$ cat config.mk
export PLATFORM = sky130hd
export DESIGN_NAME = tqvp_vga_pmod_out
export DESIGN_NICKNAME = d
export VERILOG_FILES = /design/src/rtl/tqvp_vga_pmod_out_pkg.sv /design/src/rtl/tqvp_vga_delay_line.sv /design/src/rtl/tqvp_vga_pmod_out.sv
export SDC_FILE = /design/constraint.sdc
export NUM_CORES = 1
export LEC_CHECK = 0
export ABC_AREA = 1
export CAP_MARGIN = 20
export CORE_MARGIN = 2
export CORE_UTILIZATION = 49
export CTS_CLUSTER_DIAMETER = 60
export DETAILED_ROUTE_END_ITERATION = 7
export PLACE_DENSITY = 0.9
export SLEW_MARGIN = 20
export SYNTH_ARGS = -nofsm -noshare
export SYNTH_HDL_FRONTEND = slang
export SYNTH_SLANG_ARGS = --single-unit
$ cat constraint.sdc
create_clock -name clk -period 1.7 [get_ports clk]
set_input_delay 0.255 -clock clk [delete_from_list [all_inputs] [get_ports clk]]
set_output_delay 0.255 -clock clk [all_outputs]
set_load 0.02 [all_outputs]
$ cat src/rtl/tqvp_vga_pmod_out_pkg.sv
// Shared definitions for the TinyVGA PMOD output stage: pin layout, mode
// encodings, FSM states and the colour-bar palette.
package tqvp_vga_pmod_out_pkg;

  // uo_out = {HS,B0,G0,R0,VS,B1,G1,R1}
  localparam logic [7:0] HS_BIT = 8'h80;
  localparam logic [7:0] VS_BIT = 8'h08;

  localparam logic [1:0] MODE_PIXEL = 2'b00;
  localparam logic [1:0] MODE_SOLID = 2'b01;
  localparam logic [1:0] MODE_BARS  = 2'b10;

  typedef enum logic [1:0] {
    ST_IDLE  = 2'b00,
    ST_ARM   = 2'b01,
    ST_RUN   = 2'b10,
    ST_DRAIN = 2'b11
  } state_t;

  // 128-px bars: bar index 0 is white, 7 is black
  function automatic logic [5:0] bar_rgb(input logic [2:0] b);
    return {{2{~b[2]}}, {2{~b[1]}}, {2{~b[0]}}};
  endfunction

  // rgb is {R1,R0,G1,G0,B1,B0}
  function automatic logic [7:0] pack_pins(input logic hs, input logic vs,
                                           input logic [5:0] rgb);
    return {hs, rgb[0], rgb[2], rgb[4], vs, rgb[1], rgb[3], rgb[5]};
  endfunction

endpackage

$ cat src/rtl/tqvp_vga_delay_line.sv
// Fixed-latency register chain; every bit of d sees exactly DEPTH clocks.
module tqvp_vga_delay_line #(
  parameter int WIDTH = 8,
  parameter int DEPTH = 2
) (
  input  logic             clk,
  input  logic             rst_n,
  input  logic [WIDTH-1:0] d,
  output logic [WIDTH-1:0] q
);

  logic [DEPTH-1:0][WIDTH-1:0] stage;

  always_ff @(posedge clk) begin
    if (!rst_n) begin
      stage <= '0;
    end else begin
      stage[0] <= d;
      for (int i = 1; i < DEPTH; i++) stage[i] <= stage[i-1];
    end
  end

  assign q = stage[DEPTH-1];

endmodule

$ cat src/rtl/tqvp_vga_pmod_out.sv
// TinyVGA PMOD output stage: frame-aligned enable/mode, test patterns,
// equal-latency output pipeline, frame counter and vsync interrupt.
module tqvp_vga_pmod_out
  import tqvp_vga_pmod_out_pkg::*;
#(
  parameter int PIPE_DEPTH  = 2,
  parameter int FRAME_CNT_W = 16
) (
  input  logic                   clk,
  input  logic                   rst_n,
  input  logic [5:0]             pix_rgb,
  input  logic                   pix_hsync,
  input  logic                   pix_vsync,
  input  logic                   pix_de,
  input  logic                   cfg_enable,
  input  logic [1:0]             cfg_mode,
  input  logic [5:0]             cfg_solid_rgb,
  input  logic                   cfg_hs_neg,
  input  logic                   cfg_vs_neg,
  input  logic                   irq_en,
  input  logic                   irq_clr,
  output logic [7:0]             uo_out,
  output logic [FRAME_CNT_W-1:0] frame_cnt,
  output logic                   irq,
  output logic [1:0]             state_o
);

  state_t     state;
  logic       vs_q;
  logic [1:0] mode_q;
  logic [9:0] xcnt;
  logic       vs_rise;
  logic       active;
  logic [5:0] rgb_sel;
  logic [7:0] stage0;
  logic [7:0] pipe_q;

  assign vs_rise = pix_vsync & ~vs_q;
  assign active  = (state == ST_RUN) || (state == ST_DRAIN);

  always_comb begin
    rgb_sel = pix_rgb;
    case (mode_q)
      MODE_SOLID: rgb_sel = cfg_solid_rgb;
      MODE_BARS:  rgb_sel = bar_rgb(xcnt[9:7]);
      default:    rgb_sel = pix_rgb;
    endcase
  end

  assign stage0 = active ? pack_pins(pix_hsync, pix_vsync, pix_de ? rgb_sel : 6'd0)
                         : 8'h00;

  tqvp_vga_delay_line #(.WIDTH(8), .DEPTH(PIPE_DEPTH)) u_pipe (
    .clk   (clk),
    .rst_n (rst_n),
    .d     (stage0),
    .q     (pipe_q)
  );

  // Polarity sits after the pipeline so a change is visible immediately
  assign uo_out  = pipe_q ^ ({8{cfg_hs_neg}} & HS_BIT) ^ ({8{cfg_vs_neg}} & VS_BIT);
  assign state_o = state;

  always_ff @(posedge clk) begin
    if (!rst_n) begin
      state     <= ST_IDLE;
      vs_q      <= 1'b0;
      mode_q    <= MODE_PIXEL;
      xcnt      <= '0;
      frame_cnt <= '0;
      irq       <= 1'b0;
    end else begin
      vs_q <= pix_vsync;
      xcnt <= pix_de ? xcnt + 10'd1 : 10'd0;

      if (vs_rise && active) frame_cnt <= frame_cnt + FRAME_CNT_W'(1);

      // a new event wins over a coincident clear
      if (vs_rise && active && irq_en) irq <= 1'b1;
      else if (irq_clr)                irq <= 1'b0;

      if (vs_rise && ((state == ST_RUN) || (state == ST_ARM && cfg_enable)))
        mode_q <= cfg_mode;

      case (state)
        ST_IDLE:  if (cfg_enable) state <= ST_ARM;
        ST_ARM:   if (!cfg_enable) state <= ST_IDLE;
                  else if (vs_rise) state <= ST_RUN;
        ST_RUN:   if (!cfg_enable) state <= ST_DRAIN;
        ST_DRAIN: if (cfg_enable) state <= ST_RUN;
                  else if (vs_rise) state <= ST_IDLE;
        default:  state <= ST_IDLE;
      endcase
    end
  end

endmodule

==> flow_summary.yaml <==
run_status:
  status: "finished clean"
setup_path:
  crit_slowest_cell: "clkdlybuf4s50_1"
  crit_chain: "clkdlybuf4s50_1"
  crit_type: "reg -> out"
  crit_family: "buffers and inverters"
  cp_num_buf_inv: 1
  crit_arrival_ps: 1380
  setup.worst_path.start_class: "flop"
  worstPathMaxFanout: 6
  crit_path_end_kind: "output pin"
  worst_ep_required_time_ps: 1440
  max_stage_delay_ps: 640
timing:
  worst-slew-pin-transition_ps: 290.0
  finalCritPeriodShare_pct: 96.44
  max_freq_ghz: 0.6099
  finalHoldViolCount: 0
  period_minus_slack_ps: 1640
  setup_ws_ps: 60.44
  rsz0062_at_grt: "false"
  fin_skew_ps: 16.05
  setup-violations-final: 0
  slew_violations: 0
  relSlewSlack_pct: 80.59
synthesis:
  synthTopCellsByArea: "dfxtp_1 (44%), nand2_1 (11%), inv_1 (8.8%), nor2_1 (6.2%), a21oi_1 (6.0%)"
  synth_warnings: 0
  synth_top_area_share_pct: 44.42
  syn-instance-count: 300
  yosysTopAreaCell: "dfxtp_1"
  ys_seq_area_share_pct: 44.42
  synthesis.area_sq_um: 2163
  netlist-cell-type-count: 27
  synth_seq_cells: 48
  syn_nets: 328
  synth_area_per_cell_sq_um: 7.211
placement:
  dpl_worst_slack_ps: -62.72
  dp_hpwl_microns: 3297
  place.gp.congestion: 0.8811
  placedCellCount: 394
  portBuffers: 50
clock_network:
  cts-hold-fix-buffers: 0
  h-tree-depth: 2
  clock_latency_ps: 310
  ctsLongestPathBuffers: 2
  clk_pin_slew_worst_paths_ps: 100
  clock_tree.root_cell: "clkbuf_8"
  cts_buffers: 5
  clock_sinks: 48
  cts_tree: "done"
layout:
  nFillCells: 360
  antenna_cells: 0
  drive_gt1_share_pct: 5.714
  syn2layout_area_growth_pct: 30.19
  nets: 377
  utilization_pct: 65.59
  final_cells: 402
grt:
  grt_pass1_wl_microns: 7362
  grt_pass1_vias: 1768
  grt_max_degree: 22
  grt-ovfl-total: 0
  gr-usage-all-layers_pct: 18.20
  antenna_found_initial: 0
floorplan:
  die_h_microns: 70.45
  die_area_sq_um: 4963
  initial_core_util_pct: 50.38
  core_area_sq_um: 4294
  rows: 24
  io_pins: 51
  die_x_microns: 70.45
pwr:
  ir_drop_v: 0.0004293
  pwr_density_cell_nw_per_um2: 804.6
  leakage_nw: 1.260
routing:
  first_pass_iters: 4
  via_per_inst: 4.925
  drtIter0Drc: 160
  num_vias: 1980
  drc: 0
  drt_wl_total_microns: 4353
  wl_per_cell_microns: 10.83
  antenna_left: 0
worst_hold_path:
  min_path_type: "reg -> reg"
run:
  maxCapViolCount: 0
## cell usage after synthesis (all sizes together)
cell,instances
nand2,67
inv,51
dfxtp,48
nor2,40
a21oi,26
nand3,20
o21ai,19
buf,9
ha,4
nand4,3
clkbuf,2
nor3,2
o21a,2
xor2,2
a211oi,1
and2,1
nor3b,1
o21bai,1
o32ai,1
## repair_timing
item	4_1_cts	5_1_grt
setup endpoints to repair	2	0
buffers inserted	0	0
gates resized for setup	2	0
## kinds of logic after synthesis
kind of cell	count (synthesis)	share of synthesized area, %
buffers and inverters	62	12.09
DFF	48	44.42
AOI/OAI and AO/OA	50	12.20
xor gates and xnor gates	2	0.8099
and+or+nand+nor	134	28.17
adders and majority gates	4	2.314
## report_power, final
group | switching (mW) | internal (mW)
sequential | 0.00683 | 1.13
combinational | 0.0674 | 0.0769
clock | 0.390 | 0.592
total | 0.465 | 1.80
## per-stage QoR
| step | setup TNS (ps) | hold WS, ps | instance area [sq um] | power, mW |
|---|---|---|---|---|
| CTS | 0 | 420.6 | 2816 | 2.278 |
| floorplan | 0 | 354.1 | 2163 | 1.230 |
| detailed placement | -88.91 | 399.1 | 2681 | 1.312 |
| finish | 0 | 417.1 | 2816 | 2.266 |
| global route | 0 | 435.5 | 2816 | 2.342 |
| global placement | -50.35 | 395.4 | 2681 | 1.309 |
## state kept, by name, summed over array words and instances, names as in the netlist, named ones only
register	cells
xcnt	10
u_pipe.stage	8
vs_q	1
frame_cnt	16
state_o	1
irq	1
u_pipe.q	8
mode_q	2
## layer usage
layer	up-vias	track usage [%]	share of wire, %
met5	-	0	0
met4	0	7.692	1.6
met3	9	3.752	4.8
met2	60	31.45	49
met1	880	21.73	44
li1	1031	-	-
## area by class of cell
cell class	instances	area (sq um)	share of cell area (%)
flip-flops and latches	48	960.9	34.12
clock inverters	3	68.82	2.443
well taps	52	65.06	2.310
inverters	51	191.4	6.797
clock buffers	5	68.82	2.443
repair buffers	53	520.5	18.48
multi-input cells	190	940.9	33.41
## cells in the final DEF, fill, tap and decap left out, types with 2 or more instances in the layout
master	n
nand4_1	3
clkdlybuf4s50_1	48
nor2_1	36
inv_1	51
nor2_4	2
dfxtp_1	48
nand2_1	64
o21ai_0	18
clkbuf_8	5
buf_4	3
dlygate4sd2_1	2
bufinv_16	2
o21a_1	2
ha_1	4
xor2_1	2
nand3_1	19
nand2_2	3
a21oi_1	26
## worst paths after layout
path / startpoint / endpoint / slack [ps] / depth (start not counted)
worst max-delay path: frame_cnt[3]$_SDFFE_PN0P_ / frame_cnt[3] / 60 / 1
worst min-delay path: u_pipe.stage[0]$_SDFF_PN0_ / u_pipe.q[0]$_SDFF_PN0_ / 420 / 2
worst max register to register: xcnt[0]$_SDFF_PN0_ / xcnt[8]$_SDFF_PN0_ / 370 / 7
worst min register to register: u_pipe.stage[0]$_SDFF_PN0_ / u_pipe.q[0]$_SDFF_PN0_ / 420 / 2
Power figures use the tool's default switching activity.
